## config.mk

```make
export PLATFORM = sky130hd
export DESIGN_NAME = legv8_decode_execute
export DESIGN_NICKNAME = d
export VERILOG_FILES = /design/src/rtl/legv8_decode_execute.sv
export SDC_FILE = /design/constraint.sdc
export NUM_CORES = 1
export LEC_CHECK = 0
export ABC_AREA = 0
export BUFFER_PORTS_ARGS = -buffer_cell sky130_fd_sc_hd__buf_2
export CAP_MARGIN = 15
export CORE_UTILIZATION = 60
export CTS_CLUSTER_DIAMETER = 40
export DETAILED_ROUTE_END_ITERATION = 8
export GPL_ROUTABILITY_DRIVEN = 0
export PLACE_DENSITY = 0.95
export SETUP_SLACK_MARGIN = 0.02
export SLEW_MARGIN = 20
export SYNTH_ARGS = -nofsm -noshare
export SYNTH_HDL_FRONTEND = slang
export SYNTH_SLANG_ARGS = --single-unit
```

## constraint.sdc

```tcl
create_clock -name clock -period 9.3 [get_ports clock]
set_input_delay 0.465 -clock clock [delete_from_list [all_inputs] [get_ports clock]]
set_output_delay 0.465 -clock clock [all_outputs]
set_load 0.005 [all_outputs]
```

## src/rtl/legv8_decode_execute.sv

```systemverilog
// LEGv8 core slice: main-control decode (ID), ID/EX control register, ALU-control decode and 64-bit ALU (EX).
// Optional feature macro LEGV8_EOR_EN: adds EOR (11001010000) as an R-type op computing A^B (ALU code 0011).
module legv8_decode_execute #(
   parameter int XLEN  = 64,
   parameter int OPC_W = 11
) (
   input  logic             clock,
   input  logic             reset_n,
   input  logic [OPC_W-1:0] id_opcode,
   input  logic             id_stall,
   input  logic [XLEN-1:0]  ex_a,
   input  logic [XLEN-1:0]  ex_b,
   output logic             id_reg2loc,
   output logic             id_alusrc,
   output logic             id_stop_fetch,
   output logic             ex_alusrc,
   output logic             ex_branch_z,
   output logic             ex_branch_nz,
   output logic             ex_uncond,
   output logic             ex_mem_read,
   output logic             ex_mem_write,
   output logic             ex_reg_write,
   output logic             ex_mem2reg,
   output logic [1:0]       ex_aluop,
   output logic [OPC_W-1:0] ex_opcode,
   output logic [3:0]       alu_ctrl,
   output logic [XLEN-1:0]  alu_result,
   output logic             alu_zero
);

   localparam logic [OPC_W-1:0] OP_HALT = 11'b11111111111;
   localparam logic [OPC_W-1:0] OP_LDUR = 11'b11111000010;
   localparam logic [OPC_W-1:0] OP_STUR = 11'b11111000000;
   localparam logic [OPC_W-1:0] OP_ADD  = 11'b10001011000;
   localparam logic [OPC_W-1:0] OP_SUB  = 11'b11001011000;
   localparam logic [OPC_W-1:0] OP_AND  = 11'b10001010000;
   localparam logic [OPC_W-1:0] OP_ORR  = 11'b10101010000;
   localparam logic [OPC_W-1:0] OP_EOR  = 11'b11001010000;

   // Control word order: {alusrc, bz, bnz, ub, memrd, memwr, regwr, mem2reg, aluop[1:0]}
   logic [9:0] id_ctl;
   logic [9:0] ctl_d, ctl_q;
   logic [OPC_W-1:0] opc_d, opc_q;

   always_comb begin
      id_ctl        = '0;
      id_reg2loc    = 1'b0;
      id_stop_fetch = 1'b0;
      if (id_opcode == OP_HALT) begin
         id_stop_fetch = 1'b1;
      end else if (id_opcode == OP_LDUR) begin
         id_ctl = 10'b1000101100;
      end else if (id_opcode == OP_STUR) begin
         id_ctl     = 10'b1000010000;
         id_reg2loc = 1'b1;
      end else if (id_opcode == OP_ADD || id_opcode == OP_SUB ||
                   id_opcode == OP_AND || id_opcode == OP_ORR) begin
         id_ctl = 10'b0000001010;
`ifdef LEGV8_EOR_EN
      end else if (id_opcode == OP_EOR) begin
         id_ctl = 10'b0000001010;
`endif
      end else if (id_opcode[10:1] == 10'b1001000100) begin
         id_ctl = 10'b1000001010;
      end else if (id_opcode[10:3] == 8'b10110100) begin
         id_ctl     = 10'b0100000001;
         id_reg2loc = 1'b1;
      end else if (id_opcode[10:3] == 8'b10110101) begin
         id_ctl     = 10'b0010000001;
         id_reg2loc = 1'b1;
      end else if (id_opcode[10:5] == 6'b000101) begin
         id_ctl = 10'b0001000000;
      end
   end

   assign id_alusrc = id_ctl[9];

   // A stall turns the EX stage into a bubble: no controls, zero opcode.
   assign ctl_d = id_stall ? '0 : id_ctl;
   assign opc_d = id_stall ? '0 : id_opcode;

   always_ff @(posedge clock or negedge reset_n) begin
      if (!reset_n) begin
         ctl_q <= '0;
         opc_q <= '0;
      end else begin
         ctl_q <= ctl_d;
         opc_q <= opc_d;
      end
   end

   assign {ex_alusrc, ex_branch_z, ex_branch_nz, ex_uncond, ex_mem_read,
           ex_mem_write, ex_reg_write, ex_mem2reg, ex_aluop} = ctl_q;
   assign ex_opcode = opc_q;

   always_comb begin
      alu_ctrl = 4'b0010;
      case (ex_aluop)
         2'b01: alu_ctrl = 4'b0111;
         2'b10: begin
            if (ex_opcode == OP_SUB)      alu_ctrl = 4'b0110;
            else if (ex_opcode == OP_AND) alu_ctrl = 4'b0000;
            else if (ex_opcode == OP_ORR) alu_ctrl = 4'b0001;
`ifdef LEGV8_EOR_EN
            else if (ex_opcode == OP_EOR) alu_ctrl = 4'b0011;
`endif
            else                          alu_ctrl = 4'b0010;
         end
         default: alu_ctrl = 4'b0010;
      endcase
   end

   always_comb begin
      alu_result = '0;
      case (alu_ctrl)
         4'b0000: alu_result = ex_a & ex_b;
         4'b0001: alu_result = ex_a | ex_b;
         4'b0010: alu_result = ex_a + ex_b;
`ifdef LEGV8_EOR_EN
         4'b0011: alu_result = ex_a ^ ex_b;
`endif
         4'b0110: alu_result = ex_a - ex_b;
         4'b0111: alu_result = ex_b;
         4'b1100: alu_result = ~(ex_a | ex_b);
         default: alu_result = '0;
      endcase
   end

   assign alu_zero = (alu_result == '0);

endmodule

```

---- Word-level counts from Yosys, hierarchy flattened ----
Index checks and enable logic that the tools add are counted.
W data, S select, Z words.
operators by class
  reduce and logical (&&, ||, !) cells .... 5
  eq/ne operators ......................... 21
  $add $sub $neg .......................... 2
  bitwise operators ....................... 3
  multiplexer cells ....................... 23
operator list
  cell                    number
  $pmux W64 S6            1
  $eq A11 B11 Y1 const B  10
  $add A64 B64 Y64        1
  $and A64 B64 Y64        1
  $logic_not A64 Y1       1
  $not A64 Y64            1
  $or A64 B64 Y64         1
  $sub A64 B64 Y64        1
  $mux W10                6
  $eq A8 B8 Y1 const B    2
  $mux W11                1
  $eq A10 B10 Y1 const B  1
  $mux W9                 1
  $mux W1                 8
  $mux W8                 1
  $mux W7                 1
  $eq A3 B3 Y1 const B    2
  $eq A6 B3 Y1 const B    1
  $pmux W3 S2             1
  $eq A3 B4 Y1 const B    1
  $logic_not A4 Y1        1
  $mux W2                 2
  $eq A3 B1 Y1 const B    1
  $eq A3 B2 Y1 const B    1
  other kinds (4)         6
word-level totals
  word-level logic and storage cells ...... 56
  bits of input ports ..................... 142
  flip-flop bits (word level) ............. 21

---- Depth between registers and ports, before layout ----
  depth in word-level cells ............... 10
  gate-level depth with buffers ........... 25
  mapped depth without buffers ............ 23

---- Least setup slack after synthesis ----
Ideal clock, no wire load.
  path kind ............................... reg-to-output
  start point ............................. register ctl_q[0]
  end point ............................... output port alu_zero
  stages on the path, launching flop included .. 24
  required time ........................... 8835 ps
  data arrival time ....................... 5876 ps
  path slack .............................. 2959 ps
  cell sequence ........................... dfrtp_1 -> inv_1 -> ha_1 -> clkbuf_1 -> nor4bb_1 -> a31o_2 -> buf_2 -> buf_1 -> nor3_1 -> clkbuf_1 -> mux2i_1 -> fa_1 -> a211oi_1 -> nor2_1 -> a41oi_1 -> o311ai_1 -> o41ai_4 -> mux2i_1 -> a31oi_1 -> a211o_1 -> or4_1 -> nor4_1 -> nand4_1 -> nor4_1
between the ends
  longest elaborated chain between the ends .. 5
  elaborated cells between the ends (all ways) .. 11
  those cells by class .................... eq/ne: 7; mux: 2; reduce/logical: 2
ends and longest elaborated chain
  item                                          line  text
  start, declared                               42    logic [9:0] ctl_d, ctl_q;
  start signal, assigned                        87    ctl_q <= ctl_d;
  $eq A2 B2 Y1 or $eq A2 B1 Y1 (tied branches)  98    case (ex_aluop)
  $pmux W3 S2 *                                 98
  $eq A3 B4 Y1 (tied with other cells)          115   case (alu_ctrl)
  $pmux W64 S6 *                                115
  via alu_result[36]                            27    output logic [XLEN-1:0] alu_result,
  $logic_not A64 Y1 *                           129   assign alu_zero = (alu_result == '0);
  end, declared                                 28    output logic alu_zero
The timed path passes the listed nets; every way through them passes the cells marked *.

---- Worst setup path after layout ----
  start point ............................. register ctl_q[0]
  end point ............................... output port alu_zero
between the ends
  longest elaborated chain between the ends .. 5
  elaborated cells between the ends (all ways) .. 11
  those cells by class .................... eq/ne: 7; mux: 2; reduce/logical: 2
ends and longest elaborated chain
  item                                          line
  $eq A2 B2 Y1 or $eq A2 B1 Y1 (tied branches)  98
  $pmux W3 S2 *                                 98
  $eq A3 B4 Y1 (tied with other cells)          115
  $pmux W64 S6 *                                115
  $logic_not A64 Y1 *                           129
Every way passes the cells marked *; elsewhere a longest branch is shown, timed or not.

==> metrics.yaml <==
cts.repair.resized: 0
cp-start-kind: "flop"
status: "finished with violations"
timing.fmax_mhz: 129
busiest_layer: "met2"
drt-total-wl_um: 34100
drc: 5
rsz0062_at_grt: "no"
fin_crit_ns: 7.72
clk_path_buf_depth: 2
critPathKind: "reg -> out"
hold_violations: 0
use_met3: 0.147
cts_setup_buffers: 0
grt_max_degree: 55
synth_top_family_by_area: "compound AO/OA/AOI/OAI gates"
grt_pass1_wl_um: 53100
vias: 11600
maxSlewViolCount: 0
ctsHtreeMaxLevel: 1
start_util: 0.613
first_pass_iters: 9
fin_nets: 1614
fp.dieArea_um2: 14600
use_met1: 0.560
netlist_instances: 1245
fin_crit_sh: 0.830
cellPowerDensity_nw_per_um2: 83.4
relSlewSlack: 0.317
end_kind: "output pin"
final_antenna_net_count: 0
crit_arrival_ns: 7.26
row_count: 43
cp_data_required_time_ns: 8.84
grt_util_met2: 0.708
synthMuxAreaShare: 0.0143
num_antenna_cells: 0
finalSetupViolations: 0
path_max_fanout: 32
pre_cts_slack_ns: 1.70
synthXorXnorAreaFrac: 0.107
tns_ns: 0
synth_warnings: 0
seq_area_um2: 500
final_cell_mix: "233 x buf_2, 125 x nand2_1, 99 x o21ai_0"
antenna_found_initial: 0
synth-seq-cells: 20
synthSimpleGateAreaFrac: 0.270
synth-edff-count: 0
violations: "DRC"
synth-compound-area-share: 0.373
cts_buffers: 3
whs_ns: 0.149
cts_hold_buf: 0
avgSynthCellArea_um2: 6.80
hold_path.class: "in -> async"
grt.total_usage: 0.456
p_leak_nw: 4.60
avgViaCountPerCell: 7.32
fin_ws_ns: 1.58
grt_overflow: 0
area_growth_pct: 14.6
dieHeight_um: 121
cts.sinks: 20
syn-cell-area_um2: 8470
final_core_util: 0.702
mostFrequentLayoutCell: "buf_2"
maxCapViolCount: 0
multiInputGateArea_um2: 7570
synthFlopType: "dfrtp_1"
grt_pass1_vias: 10300
cts_tree: "done"
layout-drive-gt1-share: 0.200
finalPower_uw: 810
dp_hpwl_um: 26200
core_um2: 13800
n_fill_cell: 1118
tightest_slew_ns: 1.02
portBuffers: 233
synthArstFlopShare: 1.00
cts_root_buf: "clkbuf_16"
yosysUniqueCellTypes: 85
worst_ir_drop_vdd_uv: 83.4
synth-adder-area-share: 0.123
wl_per_cell_um: 21.6
ios: 235
syn_nets: 1457
die_x_um: 121
clk_pin_slew_ns: 0.06
drt-initial-drc-count: 1967
ys_seq_area_frac: 0.0591
[report_power, final]
group | internal [mW] | switching, mW | total [mW]
Clock | 0.0657 | 0.0341 | 0.0998
Sequential | 0.0896 | 0.00243 | 0.0920
Combinational | 0.236 | 0.382 | 0.618
Total | 0.392 | 0.418 | 0.810
[layout make-up]
| class | count | area share |
|---|---|---|
| Inverter | 29 | 0.0112 |
| Clock buffer | 4 | 0.00915 |
| Sequential cell | 20 | 0.0515 |
| Timing Repair Buffer | 239 | 0.126 |
| Multi-Input combinational cell | 1109 | 0.779 |
| Tap cell | 180 | 0.0232 |
[cells by family after synthesis]
logic type | count (synthesis)
AOI/OAI and AO/OA | 464
and+or+nand+nor | 443
buffers and inverters | 116
xor gates and xnor gates | 103
adders and majority gates | 86
DFF | 20
muxes | 12
other | 1
[registers in the layout, summed over array words and instances, names as in the netlist]
name,count
ctl_q,9
ex_opcode,11
[synth_stat cells (6+ instances only)]
cell type	instances	area share
o21ai_0	99	0.059
o31ai_1	16	0.014
a31oi_1	14	0.010
nand3_1	34	0.020
maj3_1	16	0.019
or3_1	19	0.014
dfrtp_1	20	0.059
and3_1	6	0.0044
mux2i_1	11	0.013
a222oi_1	7	0.0083
a31o_2	8	0.0083
inv_1	29	0.013
nor2b_1	17	0.013
ha_1	69	0.10
o21bai_1	7	0.0062
buf_1	9	0.0040
nand2_1	125	0.055
o41ai_1	9	0.0093
and2_1	7	0.0052
a221oi_1	7	0.0072
nand2b_1	8	0.0059
nand4_1	35	0.026
or4_1	13	0.012
a22o_1	9	0.0093
a21oi_1	97	0.057
xnor2_1	32	0.033
clkbuf_1	72	0.032
a211oi_1	8	0.0071
o211ai_1	12	0.011
nor3_1	36	0.021
nor2_1	87	0.039
nor4_1	14	0.010
a22oi_1	36	0.032
a21o_1	59	0.052
o21a_1	22	0.020
xor2_1	71	0.073
[metrics by stage]
stage                     cell area [um2]  cells
after detailed placement             9590   1576
final                                9710   1581
after CTS                            9680   1580
after global routing                 9710   1581
after floorplan                      8470   1245
after global placement               9590   1576
[critical path, cell delays in order, from the launching register on]
cell,delay (ns)
dfrtp_1,0.42
inv_1,0.08
ha_1,0.46
nor4bb_1,0.59
a31oi_1,0.26
nand2_1,0.58
buf_4,0.48
o31ai_1,0.15
xor2_1,0.18
ha_1,0.40
a21oi_1,0.31
o21ai_0,0.22
a21oi_1,0.38
o211ai_1,0.17
a221oi_1,0.37
nand2_1,0.16
xnor2_1,0.23
o21ai_0,0.23
or4_1,0.62
nor4_1,0.27
nand3b_1,0.11
nor4_1,0.16
buf_2,0.15
[how the worst max path moves through the flow]
stage	from	end	slack (ns)	cells after the start
final	ctl_q[0]	alu_zero	1.58	22
after global routing	ctl_q[0]	alu_zero	1.09	22
after CTS	ex_opcode[2]	alu_zero	1.38	20
after detailed placement	ex_opcode[5]	alu_zero	1.70	20
after floorplan	ctl_q[0]	alu_zero	2.96	23
after global placement	ex_opcode[5]	alu_zero	1.94	20
[layer usage]
metal  up-vias  share of wire
met1      5171           0.36
met3       245           0.15
met4         0          0.064
met5         -              0
li1       5068              -
met2      1086           0.43
Note: power is estimated with default switching activity, not from simulation.
